File: src/rtl/ila_verdict.sv
// Self-test verdict sequencer: debounces the register-file and data-memory checker
// results after halt and latches a sticky pass/fail verdict with cause and run length.
module ila_verdict #(
  parameter int STABLE_CYCLES  = 16,
  parameter int TIMEOUT_CYCLES = 4096,
  parameter int CNT_W          = 16
) (
  input  logic             clk,
  input  logic             rst,
  input  logic             start,
  input  logic             halt,
  input  logic             rm_ok,
  input  logic             dm_ok,
  output logic             busy,
  output logic             done,
  output logic             pass,
  output logic             fail,
  output logic [1:0]       fail_cause,
  output logic [CNT_W-1:0] cycles
);

  localparam logic [2:0] S_IDLE   = 3'd0;
  localparam logic [2:0] S_RUN    = 3'd1;
  localparam logic [2:0] S_SETTLE = 3'd2;
  localparam logic [2:0] S_PASS   = 3'd3;
  localparam logic [2:0] S_FAIL   = 3'd4;

  localparam int STB_W = $clog2(STABLE_CYCLES) + 1;
  localparam int WIN_W = $clog2(2 * STABLE_CYCLES) + 1;

  localparam logic [STB_W-1:0] STABLE_LAST  = STB_W'(STABLE_CYCLES - 1);
  localparam logic [WIN_W-1:0] WINDOW_LAST  = WIN_W'(2 * STABLE_CYCLES - 1);
  localparam logic [CNT_W-1:0] TIMEOUT_LAST = CNT_W'(TIMEOUT_CYCLES - 1);

  logic [2:0]       state_r, state_s;
  logic [STB_W-1:0] stable_r, stable_s;
  logic [WIN_W-1:0] window_r, window_s;
  logic [CNT_W-1:0] cycles_r, cycles_s;
  logic [1:0]       cause_r, cause_s;
  logic             busy_r, done_r, pass_r, fail_r;
  logic             both_ok_s, pass_cond_s, active_s;

  assign both_ok_s   = rm_ok & dm_ok;
  // True on the Nth consecutive cycle with both checkers matching.
  assign pass_cond_s = both_ok_s && (stable_r == STABLE_LAST);
  assign active_s    = (state_r == S_RUN) || (state_r == S_SETTLE);

  // Next-state and counter update; start overrides every other transition.
  always_comb begin
    state_s  = state_r;
    stable_s = stable_r;
    window_s = window_r;
    cycles_s = cycles_r;
    cause_s  = cause_r;
    if (start) begin
      state_s  = S_RUN;
      stable_s = '0;
      window_s = '0;
      cycles_s = '0;
      cause_s  = 2'd0;
    end else begin
      if (active_s) begin
        stable_s = both_ok_s ? (stable_r + STB_W'(1)) : '0;
        cycles_s = (&cycles_r) ? cycles_r : (cycles_r + CNT_W'(1));
      end else begin
        stable_s = stable_r;
      end
      case (state_r)
        S_IDLE: state_s = S_IDLE;
        S_RUN: begin
          if (pass_cond_s) begin
            state_s = S_PASS;
          end else if (cycles_r == TIMEOUT_LAST) begin
            state_s = S_FAIL;
            cause_s = 2'd1;
          end else if (halt) begin
            state_s  = S_SETTLE;
            window_s = '0;
          end else begin
            state_s = S_RUN;
          end
        end
        S_SETTLE: begin
          window_s = window_r + WIN_W'(1);
          if (pass_cond_s) begin
            state_s = S_PASS;
          end else if (window_r == WINDOW_LAST) begin
            state_s = S_FAIL;
            cause_s = 2'd2;
          end else begin
            state_s = S_SETTLE;
          end
        end
        S_PASS: begin
          if (!both_ok_s) begin
            state_s = S_FAIL;
            cause_s = 2'd3;
          end else begin
            state_s = S_PASS;
          end
        end
        S_FAIL:  state_s = S_FAIL;
        default: state_s = S_IDLE;
      endcase
    end
  end

  // State, counters and status flags; flags are decoded from the next state so they are flops.
  always_ff @(posedge clk or posedge rst) begin
    if (rst) begin
      state_r  <= S_IDLE;
      stable_r <= '0;
      window_r <= '0;
      cycles_r <= '0;
      cause_r  <= 2'd0;
      busy_r   <= 1'b0;
      done_r   <= 1'b0;
      pass_r   <= 1'b0;
      fail_r   <= 1'b0;
    end else begin
      state_r  <= state_s;
      stable_r <= stable_s;
      window_r <= window_s;
      cycles_r <= cycles_s;
      cause_r  <= cause_s;
      busy_r   <= (state_s == S_RUN) || (state_s == S_SETTLE);
      done_r   <= (state_s == S_PASS) || (state_s == S_FAIL);
      pass_r   <= (state_s == S_PASS);
      fail_r   <= (state_s == S_FAIL);
    end
  end

  assign busy       = busy_r;
  assign done       = done_r;
  assign pass       = pass_r;
  assign fail       = fail_r;
  assign fail_cause = cause_r;
  assign cycles     = cycles_r;

endmodule

File: config.mk
export PLATFORM = sky130hd
export DESIGN_NAME = ila_verdict
export DESIGN_NICKNAME = d
export VERILOG_FILES = /design/src/rtl/ila_verdict.sv
export SDC_FILE = /design/constraint.sdc
export NUM_CORES = 1
export LEC_CHECK = 0
export BUFFER_PORTS_ARGS = -buffer_cell sky130_fd_sc_hd__buf_2
export CAP_MARGIN = 20
export CORE_MARGIN = 2
export CORE_UTILIZATION = 50
export DETAILED_ROUTE_END_ITERATION = 16
export GPL_ROUTABILITY_DRIVEN = 1
export GPL_TIMING_DRIVEN = 0
export MAX_ROUTING_LAYER = met4
export PLACE_DENSITY = 0.77
export SYNTH_ARGS = -nofsm -noshare
export SYNTH_HDL_FRONTEND = slang
export SYNTH_SLANG_ARGS = --single-unit
File: constraint.sdc
create_clock -name clk -period 2.65 [get_ports clk]
set_input_delay 0.53 -clock clk [delete_from_list [all_inputs] [get_ports clk]]
set_output_delay 0.53 -clock clk [all_outputs]
set_load 0.01 [all_outputs]
==> out/metrics.yaml <==
synthesis:
  yosysUniqueCellTypes: 48
  synth_area_leader_cell: "dfrtp_1"
  synthTopCellsByCount: "dfrtp_1 (36), nor2_1 (17), a21oi_1 (16), nand2_1 (16), o21ai_0 (16)"
  synth.mux.area_fraction_pct: 1.649
  synth_most_common_cell: "dfrtp_1"
  synth_xor_area_share_pct: 2.663
  synth-edff-count: 0
  synth_top_area_share_pct: 45.66
  postSynthCellCount: 212
  synth_area_leaders: "dfrtp_1 (46%), a21oi_1 (4.1%), o21ai_0 (4.1%), nor2_1 (3.2%), nand2_1 (3.0%)"
  synth.ff_latch_count: 36
  netlist_area_sq_um: 1973
  syn_avg_cell_area_sq_um: 9.307
  synth_nets: 222
  yosysWarnings: 0
  synthAdderAreaFrac_pct: 2.536
  synth-simple-area-share_pct: 25.94
  synth_top_family_by_area: "simple AND/OR/NAND/NOR gates"
  async_flop_share_pct: 100.0
  ys.flop_type: "dfrtp_1"
  synth-compound-area-share_pct: 17.50
  seq_area_frac_synth_pct: 45.66
critical_path:
  worst_path_max_delay_cell: "dfrtp_1"
  cpLargestDelayFamily: "simple AND/OR/NAND/NOR gates"
  critPathBufInv: 2
  startpoint: "cycles[0]$_DFFE_PP0P_"
  critPathRequiredTime_ns: 2.82
  cp-end-kind: "flip-flop"
  arrival_ns: 2.57
  crit_path_start_kind: "flip-flop"
  crit_top_cell: "buf_6"
  r2r-start: "cycles[0]$_DFFE_PP0P_"
  crit_chain: "ha_1 > and4_4 > and3_4 > buf_6 > a211o_1 > buf_6 > nor4_1 > mux2_2"
  cpPeakStageDelay_ns: 0.43
  cp_max_fo: 10
  path_class: "flip-flop to flip-flop"
  regToRegSetupSlack_ns: 0.26
run:
  drv_cap: 0
hold_path:
  min_path_type: "input port to async pin"
clocking:
  cts_max_path_buffers: 2
  cts_max_level: 2
  cts_setup_buffers: 0
  cts_tree: "done"
  clock-root-buffer: "clkbuf_8"
  clk_pin_slew_worst_paths_ns: 0.07
  cts_resized: 0
  cts_buffers: 5
  clock_latency_ns: 0.29
  clock-sinks: 36
  postCtsHoldBufs: 0
timing:
  relSlewSlack_pct: 56.16
  tightest_slew_ns: 0.6536
  timing.final.crit_period_ns: 2.394
  worst_slack_ns: 0.2563
  setup-tns-final_ns: 0
  min_period_over_period_pct: 90.33
  max_freq_ghz: 0.4178
  rsz0062_at_grt: "no"
  clock_skew_ns: 0.005322
  hold_violations: 0
  finalMaxSlewViolations: 0
  setup_viol: 0
power_and_ir_drop:
  clkPwrFrac_pct: 32.8
  power.share.switching_pct: 27.41
  p_int_mw: 0.8068
  p_per_area_nw_per_um2: 488.9
  p_comb_share_pct: 14.1
  power_frac_seq_pct: 53.2
  p_leak_nw: 0.9933
  switchingPower_mw: 0.3046
  ir_drop_mv: 0.2854
placement:
  io_buffers: 27
  pre_cts_ws_ns: 0.2871
  dp_hpwl_um: 2977
  routabilityCongestion: 0.8987
die:
  die_w_um: 66.82
  coreArea_sq_um: 3716
  dieArea_sq_um: 4465
  start_util_pct: 53.10
  fp-row-count: 22
  io-pin-count: 28
  die_h_um: 66.82
drt:
  ant_nets: 0
  drtIter0Drc: 72
  drc: 0
  vias: 1680
  via_per_inst: 5.695
  dr.pass1.iters: 4
  wl_per_cell_um: 14.07
  drt_wl_total_um: 4150
layout:
  layout-drive-gt1-share_pct: 21.05
  finalCoreUtilization_pct: 61.18
  diodes: 0
  syn2layout_area_growth_pct: 15.22
  nNetsFinal: 257
global_routing:
  grt_pass1_wl_um: 7245
  antenna_found_initial: 0
  first_global_vias: 1578
  grt_max_degree: 25
  overflow: 0
  grtUsageTotal_pct: 22.19
run_status:
  status: "completed"
-- worst paths after layout --
kind | to | depth (start not counted)
max in group asynchronous | cycles[2]$_DFFE_PP0P_ | 3
max reg2reg | cycles[15]$_DFFE_PP0P_ | 8
min in group clk | state_r[0]$_DFF_PP0_ | 2
min reg2reg | fail_cause[1]$_DFFE_PP0P_ | 2
min | window_r[1]$_DFFE_PP0P_ | 2
max | cycles[15]$_DFFE_PP0P_ | 8
-- power groups by stage --
stage                     logic (mW)  registers, mW  clock network, mW
after floorplan               0.0974          0.606                  0
after global placement         0.151          0.600                  0
after detailed placement       0.158          0.601                  0
after CTS                      0.158          0.591              0.373
after global routing           0.179          0.593              0.407
final                          0.156          0.591              0.364
-- layer usage --
| metal | up-vias | global-route usage, % | part of all wire [%] | routed length, um |
|---|---|---|---|---|
| met3 | 6 | 5.912 | 5.1 | 210 |
| met2 | 39 | 35.63 | 48 | 1997 |
| met1 | 785 | 27.92 | 46 | 1894 |
| li1 | 850 | - | - | - |
| met4 | 0 | 5.867 | 1.1 | 47 |
| met5 | - | - | 0 | 0 |
-- cells by family (layout without fill, tap and decap cells) --
| kind of cell | Yosys count | count (layout) |
|---|---|---|
| simple gates | 92 | 92 |
| compound gates | 56 | 56 |
| fa+ha+maj | 4 | 4 |
| xor+xnor | 6 | 6 |
| mux | 3 | 3 |
| buf+inv | 15 | 50 |
| flops | 36 | 36 |
-- sequential cells by signal, summed over array words and instances (netlist names) --
name and cells:
cycles 16, window_r 6, stable_r 5, state_r 3, fail_cause 2, busy 1
done 1, fail 1, pass 1
-- metrics by stage --
stage                     hold slack (ns)  instance area (sq um)  std cells  total power, mW
after floorplan                    0.4727                   1973        212           0.7035
after global placement             0.4953                   2168        287           0.7510
after detailed placement           0.5066                   2196        288           0.7591
after CTS                          0.3036                   2273        295            1.122
after global routing               0.3246                   2273        295            1.179
final                              0.2909                   2273        295            1.111
-- layout by cell type, fill, tap and decap left out, types with 2 or more instances in the layout --
cell      instances
nor2_1           17
xor2_1            2
mux2_2            2
inv_1             6
o21bai_1          2
o31ai_1           3
nand2b_1          5
clkbuf_1          6
clkbuf_8          5
nor3_1            7
a31oi_1           2
a21oi_1          16
or3_2             3
and2_1            2
or4_1             3
nor4_1            2
o21ai_0          16
buf_2            28
or2_2             2
nand3_1           9
nor2b_1           5
ha_1              4
a211oi_1          7
dfrtp_1          36
buf_6             2
and3_4            2
o211ai_1          2
nand3b_1          2
xnor2_1           4
nand2_1          16
nand4_1           9
-- final cells by class --
cell class,instances,area (sq um)
Timing Repair Buffer,28,162.7
Multi-Input combinational cell,161,992.2
Sequential cell,36,900.9
Tap cell,48,60.06
Clock buffer,6,72.57
Clock inverter,1,5.005
Inverter,6,22.52
Fill cell,308,1443
Buffer,9,57.56
Power figures use the tool's default switching activity.
